[src/rtl/dmem_dual_lane_arbiter.sv]
// Data memory arbiter for the two issue lanes of the dual-issue pipe.
// Lane 0 (older) wins conflicts; lane 1 is buffered and replayed next cycle.
module dmem_dual_lane_arbiter #(
  parameter int ADDR_W = 32,
  parameter int DATA_W = 32,
  parameter int CNT_W  = 16
) (
  input  logic              clk,
  input  logic              reset,
  input  logic              l0_req,
  input  logic              l0_we,
  input  logic [ADDR_W-1:0] l0_addr,
  input  logic [DATA_W-1:0] l0_wdata,
  input  logic              l1_req,
  input  logic              l1_we,
  input  logic [ADDR_W-1:0] l1_addr,
  input  logic [DATA_W-1:0] l1_wdata,
  output logic              stall,
  output logic              mem_en,
  output logic              mem_we,
  output logic [ADDR_W-1:0] mem_addr,
  output logic [DATA_W-1:0] mem_wdata,
  input  logic [DATA_W-1:0] mem_rdata,
  output logic              l0_rvalid,
  output logic              l1_rvalid,
  output logic [DATA_W-1:0] l0_rdata,
  output logic [DATA_W-1:0] l1_rdata,
  output logic [CNT_W-1:0]  conflict_cnt
);

  typedef enum logic {RUN, HOLD} state_t;

  state_t            st;
  state_t            st_nx;
  logic              hb_we;
  logic [ADDR_W-1:0] hb_addr;
  logic [DATA_W-1:0] hb_wdata;
  logic              rd_pend;
  logic              rd_tag;
  logic              iss_tag;
  logic              cap;

  // Next state, memory port mux and lane-1 capture strobe.
  always_comb begin
    st_nx     = st;
    stall     = 1'b0;
    mem_en    = 1'b0;
    mem_we    = 1'b0;
    mem_addr  = '0;
    mem_wdata = '0;
    iss_tag   = 1'b0;
    cap       = 1'b0;
    if (reset) begin
      unique case (st)
        RUN: begin
          if (l0_req) begin
            mem_en    = 1'b1;
            mem_we    = l0_we;
            mem_addr  = l0_addr;
            mem_wdata = l0_wdata;
            if (l1_req) begin
              stall = 1'b1;
              cap   = 1'b1;
              st_nx = HOLD;
            end
          end else if (l1_req) begin
            mem_en    = 1'b1;
            mem_we    = l1_we;
            mem_addr  = l1_addr;
            mem_wdata = l1_wdata;
            iss_tag   = 1'b1;
          end
        end
        HOLD: begin
          mem_en    = 1'b1;
          mem_we    = hb_we;
          mem_addr  = hb_addr;
          mem_wdata = hb_wdata;
          iss_tag   = 1'b1;
          st_nx     = RUN;
        end
        default: st_nx = RUN;
      endcase
    end
  end

  // State, hold buffer, read-return tracking and conflict counter.
  always_ff @(posedge clk or negedge reset) begin
    if (!reset) begin
      st           <= RUN;
      hb_we        <= 1'b0;
      hb_addr      <= '0;
      hb_wdata     <= '0;
      rd_pend      <= 1'b0;
      rd_tag       <= 1'b0;
      conflict_cnt <= '0;
    end else begin
      st      <= st_nx;
      rd_pend <= mem_en & ~mem_we;
      rd_tag  <= iss_tag;
      if (cap) begin
        hb_we    <= l1_we;
        hb_addr  <= l1_addr;
        hb_wdata <= l1_wdata;
        if (conflict_cnt != '1)
          conflict_cnt <= conflict_cnt + {{(CNT_W-1){1'b0}}, 1'b1};
      end
    end
  end

  assign l0_rvalid = rd_pend & ~rd_tag;
  assign l1_rvalid = rd_pend & rd_tag;
  assign l0_rdata  = l0_rvalid ? mem_rdata : '0;
  assign l1_rdata  = l1_rvalid ? mem_rdata : '0;

endmodule

[config.mk]
export PLATFORM = sky130hd
export DESIGN_NAME = dmem_dual_lane_arbiter
export DESIGN_NICKNAME = d
export VERILOG_FILES = /design/src/rtl/dmem_dual_lane_arbiter.sv
export SDC_FILE = /design/constraint.sdc
export NUM_CORES = 1
export LEC_CHECK = 0
export ABC_AREA = 0
export CORE_AREA = 5 5 129 131
export CTS_BUF_LIST = sky130_fd_sc_hd__clkbuf_8
export DETAILED_ROUTE_END_ITERATION = 7
export DIE_AREA = 0 0 134 136
export GPL_ROUTABILITY_DRIVEN = 1
export HOLD_SLACK_MARGIN = 0.15
export PLACE_DENSITY = 0.78
export SKIP_CTS_REPAIR_TIMING = 1
export SLEW_MARGIN = 20
export SYNTH_ARGS = -nofsm -noshare
export SYNTH_HDL_FRONTEND = slang
export SYNTH_SLANG_ARGS = --single-unit
[constraint.sdc]
create_clock -name clk -period 1.89 [get_ports clk]
set_input_delay 0.378 -clock clk [delete_from_list [all_inputs] [get_ports clk]]
set_output_delay 0.378 -clock clk [all_outputs]
set_load 0.1 [all_outputs]
==> out/qor.csv, run 1 <==
metric;value;unit
RSZ-0062 raised after global routing;yes;
VDD IR max;0.0004847;V
register area share after synthesis;40.15;%
commonest cells after routing, fill and taps aside;nand2_1, clkdlybuf4s50_1, buf_12;
antenna viol nets, final;0;
share of the clock period used by the worst path;107.6;%
Mapped Avg Cell Area;8.696;um2
grt total ovfl;0;
Setup CP Type;flip-flop to output port;
post-synthesis cell type count;38;
first-pass GRT wire length;33630;um
die height;136;um
synth warn;0;
CTS Buffer Depth;2;
largest net degree at the start of global routing;57;
CTS tree;done;
grt peak-use layer;met2;
FMAX;0.4918;GHz
final core occ;73.32;%
clock skew after layout;17.09;ps
I/O pins;315;
Core Area;15480;um2
final worst slack;-143.3;ps
global-route usage over all layers;23.33;%
vias in the first global route;6136;
initial antenna violation count;2;
Area growth syn-to-layout;116.8;%
CTS H-tree depth;3;
crit path capture type;output port;
P_leak;0.005027;uW
Starting Density;33.81;%
global routing met3 resource utilization;5.588;%
worst-skew pair later-pin latency;360;ps
clock sink total;84;
proportion of layout cells with a drive suffix above 1;37.95;%
Post-Synthesis Cells;602;
worst-path fanout max;24;
Hold/Removal Path Class;input pin to asynchronous set/reset pin;
drt wl/cell;20.97;um
commonest non-fill, non-tap cell in the layout;nand2_1;
1st-pass router iterations;7;
DRC errors left;0;
vias per cell;5.491;
row count;46;
worst-margin pin slew;620.0;ps
gpl congestion;0.8015;
M2 GR Usage;44.10;%
DRT iter0 DRCs;323;
Overall Power;8499;uW
Die Wd;134;um
Tmin final;2033;ps
status;finished, violations left;
clock-pin slew on the worst setup and hold paths;100;ps
Max Cap Viol;0;
vias;6144;
nets@finish;1087;
die area;18220;um2
Slew HR;58.53;%
Worst Path Arrival;1660;ps
failing checks;negative setup slack;
DP HPWL;17210;um
critical path required time;1510;ps
final setup fails;65;
Max Slew Vio Count;0;
syn nets;769;
WL final;23460;um
FF+latch count, synth;84;
Hold Fails Final Rpt;0;
number of port buffers;314;
critical path startpoint category;flip-flop;
Placement Setup Slack;-480.2;ps
met1 Resource Use GR;25.61;%
power per standard cell area;748.7;nW/um2
setup TNS after final layout;-7923;ps
Netlist Area Pre-Place;5235;um2
cts bufs inserted;9;
clk root buf;clkbuf_8;
[layer usage]
metal | share of wire [%] | wire length (um)
met5 | 0 | 0
met4 | 2.9 | 671
met3 | 7.0 | 1646
met2 | 54 | 12740
met1 | 36 | 8403
[cells by family (layout without fill, tap and decap cells)]
kind of cell	after synthesis	after routing	synth area share [%]
and+or+nand+nor	298	298	26.51
AOI/OAI and AO/OA	144	144	26.36
DFF	84	84	40.15
buffers and inverters	64	387	4.637
xor gates and xnor gates	7	7	1.171
muxes	4	4	0.9320
adders and majority gates	1	1	0.2390
other	0	2	0
[worst max-delay path, stage by stage (launching register included)]
cell and delay, ps:
dfrtp_2 490, buf_12 190, a221o_1 290, o211a_4 170
buf_12 160
[final timing paths]
check	slack, ps	to	startpoint	depth (start not counted)
worst max-delay path	-140	mem_wdata[22]	st	4
worst min-delay path	230	hb_wdata[22]	reset	3
worst max register to register	80	conflict_cnt[10]	st	5
worst min register to register	480	hb_addr[0]	hb_addr[0]	2
max in group asynchronous	560	st	reset	3
min in group clk	480	hb_addr[0]	hb_addr[0]	2
[cell type report]
class                   count  area [um2]
diodes                      2       5.005
inverters                   3       21.27
repair buffers            368        5294
clock buffers              11       151.4
clock inverters             5       60.06
well taps                 192       240.2
flip-flops and latches     84        2146
fillers                  1042        4130
multi-input cells         454        3435
[state kept, by name, summed over array words and instances, names as in the netlist]
name and cells:
hb_we 1, conflict_cnt 16, rd_tag 1, rd_pend 1, hb_addr 32, st 1, hb_wdata 32
[power breakdown]
group / internal, uW / switching [uW]
Clock: 686 / 683
Sequential: 2150 / 295
Combinational: 1940 / 2750
Total: 4780 / 3720
[metrics by stage]
stage / hold slack, ps / cell area [um2] / cells
6_report: 228.3 / 11350 / 1119
5_1_grt: 233.9 / 11350 / 1119
4_1_cts: 18.62 / 11040 / 1106
3_5_place_dp: 418.1 / 10830 / 1090
3_3_place_gp: 417.6 / 10830 / 1090
2_1_floorplan: 82.41 / 5779 / 602
[synthesized netlist by cell type]
master    number  area, um2
clkinv_1       1      3.750
a31oi_1        4      25.02
nand3_1        7      35.03
nand4_2        2      25.02
o31a_1         1      8.760
a21oi_1        3      15.01
and2_4         1      8.760
nand4_1        3      18.77
o211a_1       64      640.6
or3_1          1      6.260
clkbuf_1      50      187.7
o21a_1         2      15.01
nand2_1      200      750.7
and3_1        35      219.0
o211ai_1       1      7.510
nand2b_1       1      6.260
ha_1           1      12.51
dfrtp_1       84       2102
nor2_1         4      15.01
and2_1        34      212.7
xnor2_1        6      52.55
nor4_1         2      12.51
a22oi_1        1      7.510
o31a_2         1      10.01
nand4b_4       1      23.77
a221o_1       63      630.6
or3_2          1      7.510
and3_2         1      7.510
xor2_1         1      8.760
mux2_2         3      33.78
or4_4          1      11.26
buf_2          2      10.01
o21ai_0        4      20.02
buf_1          9      33.78
nor2b_1        3      18.77
nand4b_1       1      8.760
mux2_4         1      15.01
inv_1          2      7.510
No activity file was read; power rests on OpenSTA's default activity.
==> run 2, diff against run 1 <==
--- a/config.mk
+++ b/config.mk
@@ -6,10 +6,11 @@
 export NUM_CORES = 1
 export LEC_CHECK = 0
 export ABC_AREA = 0
-export CORE_AREA = 5 5 129 131
+export CAP_MARGIN = 25
+export CORE_AREA = 2 2 126 128
 export CTS_BUF_LIST = sky130_fd_sc_hd__clkbuf_8
 export DETAILED_ROUTE_END_ITERATION = 7
-export DIE_AREA = 0 0 134 136
+export DIE_AREA = 0 0 128 130
 export GPL_ROUTABILITY_DRIVEN = 1
 export HOLD_SLACK_MARGIN = 0.15
 export PLACE_DENSITY = 0.78
==> out/qor.csv, run 2 (same netlist as run 1, synthesis figures left out) <==
metric;value;unit;change
share of the clock period used by the worst path;108.1;%;+0.53 points
Tmin final;2043;ps;+9.950 ps
clock-pin slew on the worst setup and hold paths;90;ps;about the same
CP bufs+invs;2;;unchanged
largest net degree at the start of global routing;73;;+28%
cts bufs inserted;9;;unchanged
Die Wd;128;um;-4.5%
DP HPWL;16830;um;-2.2%
Min Hold Slack;85.07;ps;-143.3 ps
vias;6133;;-0.18%
1st-pass router iterations;5;;-2
clk root buf;clkbuf_8;;
worst-skew pair later-pin latency;350;ps;about the same
Max Slew Vio Count;0;;unchanged
number of port buffers;314;;unchanged
CTS H-tree depth;3;;unchanged
die height;130;um;-4.4%
drt wl/cell;20.72;um;-1.2%
CTS tree;done;;
RSZ-0062 raised after global routing;yes;;
power per standard cell area;753.6;nW/um2;+0.66%
crit-path cells;buf_12, a221o_1, o211a_4, buf_12;;
I/O pins;315;;unchanged
antenna viol nets, final;0;;unchanged
FF-to-FF End;conflict_cnt[10];;
first-pass GRT wire length;32970;um;-2.0%
nets@finish;1091;;+0.37%
critical path required time;1510;ps;about the same
Placement Setup Slack;-396.3;ps;+83.88 ps
clock skew after layout;16.01;ps;-1.078 ps
global-route usage over all layers;25.22;%;+1.9 points
worst-margin pin slew;842.2;ps;+222.2 ps
most used cell, CP;buf_12;;
commonest non-fill, non-tap cell in the layout;nand2_1;;
WL final;23290;um;-0.75%
proportion of layout cells with a drive suffix above 1;38.00;%;+0.052 points
reg2reg start;st;;
commonest cells after routing, fill and taps aside;nand2_1, buf_12, clkdlybuf4s50_1;;
row count;46;;unchanged
final worst slack;-153.2;ps;-9.950 ps
vias in the first global route;6063;;-1.2%
sequential cell area;2146;um2;unchanged
setup TNS after final layout;-8690;ps;-767.0 ps
R2R depth;5;;unchanged
Setup CP Type;flip-flop to output port;;
Max Cap Viol;0;;unchanged
Area growth syn-to-layout;118.2;%;
FMAX;0.4894;GHz;-0.49%
die area;16640;um2;-8.7%
worst-path fanout max;28;;+17%
Hold/Removal Path Class;input pin to asynchronous set/reset pin;;
footprint of the multi-input gates;3430;um2;-0.15%
DRC errors left;0;;unchanged
largest registers;hb_addr x32, hb_wdata x32, conflict_cnt x16;;
status;finished, violations left;;
DRT iter0 DRCs;338;;+4.6%
grt total ovfl;0;;unchanged
Hold Fails Final Rpt;0;;unchanged
crit path capture type;output port;;
CTS Buffer Depth;2;;unchanged
Starting Density;33.94;%;+0.13 points
# fillers;1015;;-2.6%
Slew HR;43.67;%;-15 points
Reg2Reg Setup Slack;50;ps;-30 ps
CP peak stage delay;490;ps;about the same
P_leak;0.005063;uW;+0.71%
CP max-delay cell;dfrtp_2;;
critical path startpoint category;flip-flop;;
Core Area;15420;um2;-0.37%
final setup fails;90;;+38%
initial antenna violation count;2;;unchanged
clock sink total;84;;unchanged
VDD IR max;0.0005375;V;+11%
failing checks;negative setup slack;;
gpl congestion;0.8452;;+5.5%
Worst path top cell family by delay;flip-flops;;
Worst Path Arrival;1670;ps;about the same
vias per cell;5.456;;-0.62%
[run 2: area by class of cell]
type / count / area share (%)
Antenna cell: 3 / 0.06572
Clock buffer: 10 / 1.205
Clock inverter: 6 / 0.7010
Inverter: 3 / 0.1643
Multi-Input combinational cell: 454 / 30.02
Sequential cell: 84 / 18.78
Tap cell: 192 / 2.103
Timing Repair Buffer: 372 / 46.95
[run 2: power by group]
| part | switching, uW | leakage, uW | internal [uW] |
|---|---|---|---|
| combinational | 2760 | 0.00391 | 1950 |
| clock | 667 | 0.000115 | 770 |
| sequential | 309 | 0.00104 | 2150 |
| total | 3740 | 0.00506 | 4870 |
[run 2: stage by stage]
step	total power, uW	util [%]	area [um2]	std cells
floorplan	5210	-	5779	602
finish	8609	74.06	11420	1124
global placement	6985	70.39	10860	1090
detailed placement	7072	70.39	10860	1090
CTS	8526	71.80	11080	1106
global route	8934	74.04	11420	1123
[run 2: worst register-to-register path: stages (launching register included)]
cell and delay [ps]:
dfrtp_2 490, nand4b_4 210, buf_4 170, or3_1 410
nor2_1 120, mux2_2 340
[run 2: worst max path at each step]
stage	start	endpoint	slack, ps	cells past startpoint
2_1_floorplan	st	mem_addr[23]	-270	5
3_3_place_gp	l1_req	mem_wdata[31]	-360	6
3_5_place_dp	l1_req	mem_addr[23]	-400	6
4_1_cts	l1_req	mem_addr[23]	-410	6
5_1_grt	st	mem_addr[3]	-220	4
6_report	st	mem_addr[9]	-150	4
[run 2: routing by layer]
layer  wire, um  global-route usage, %
met1       8671                  29.18
met2      12480                  46.74
met3       1544                  5.822
met4        593                  7.175
met5          0                      0
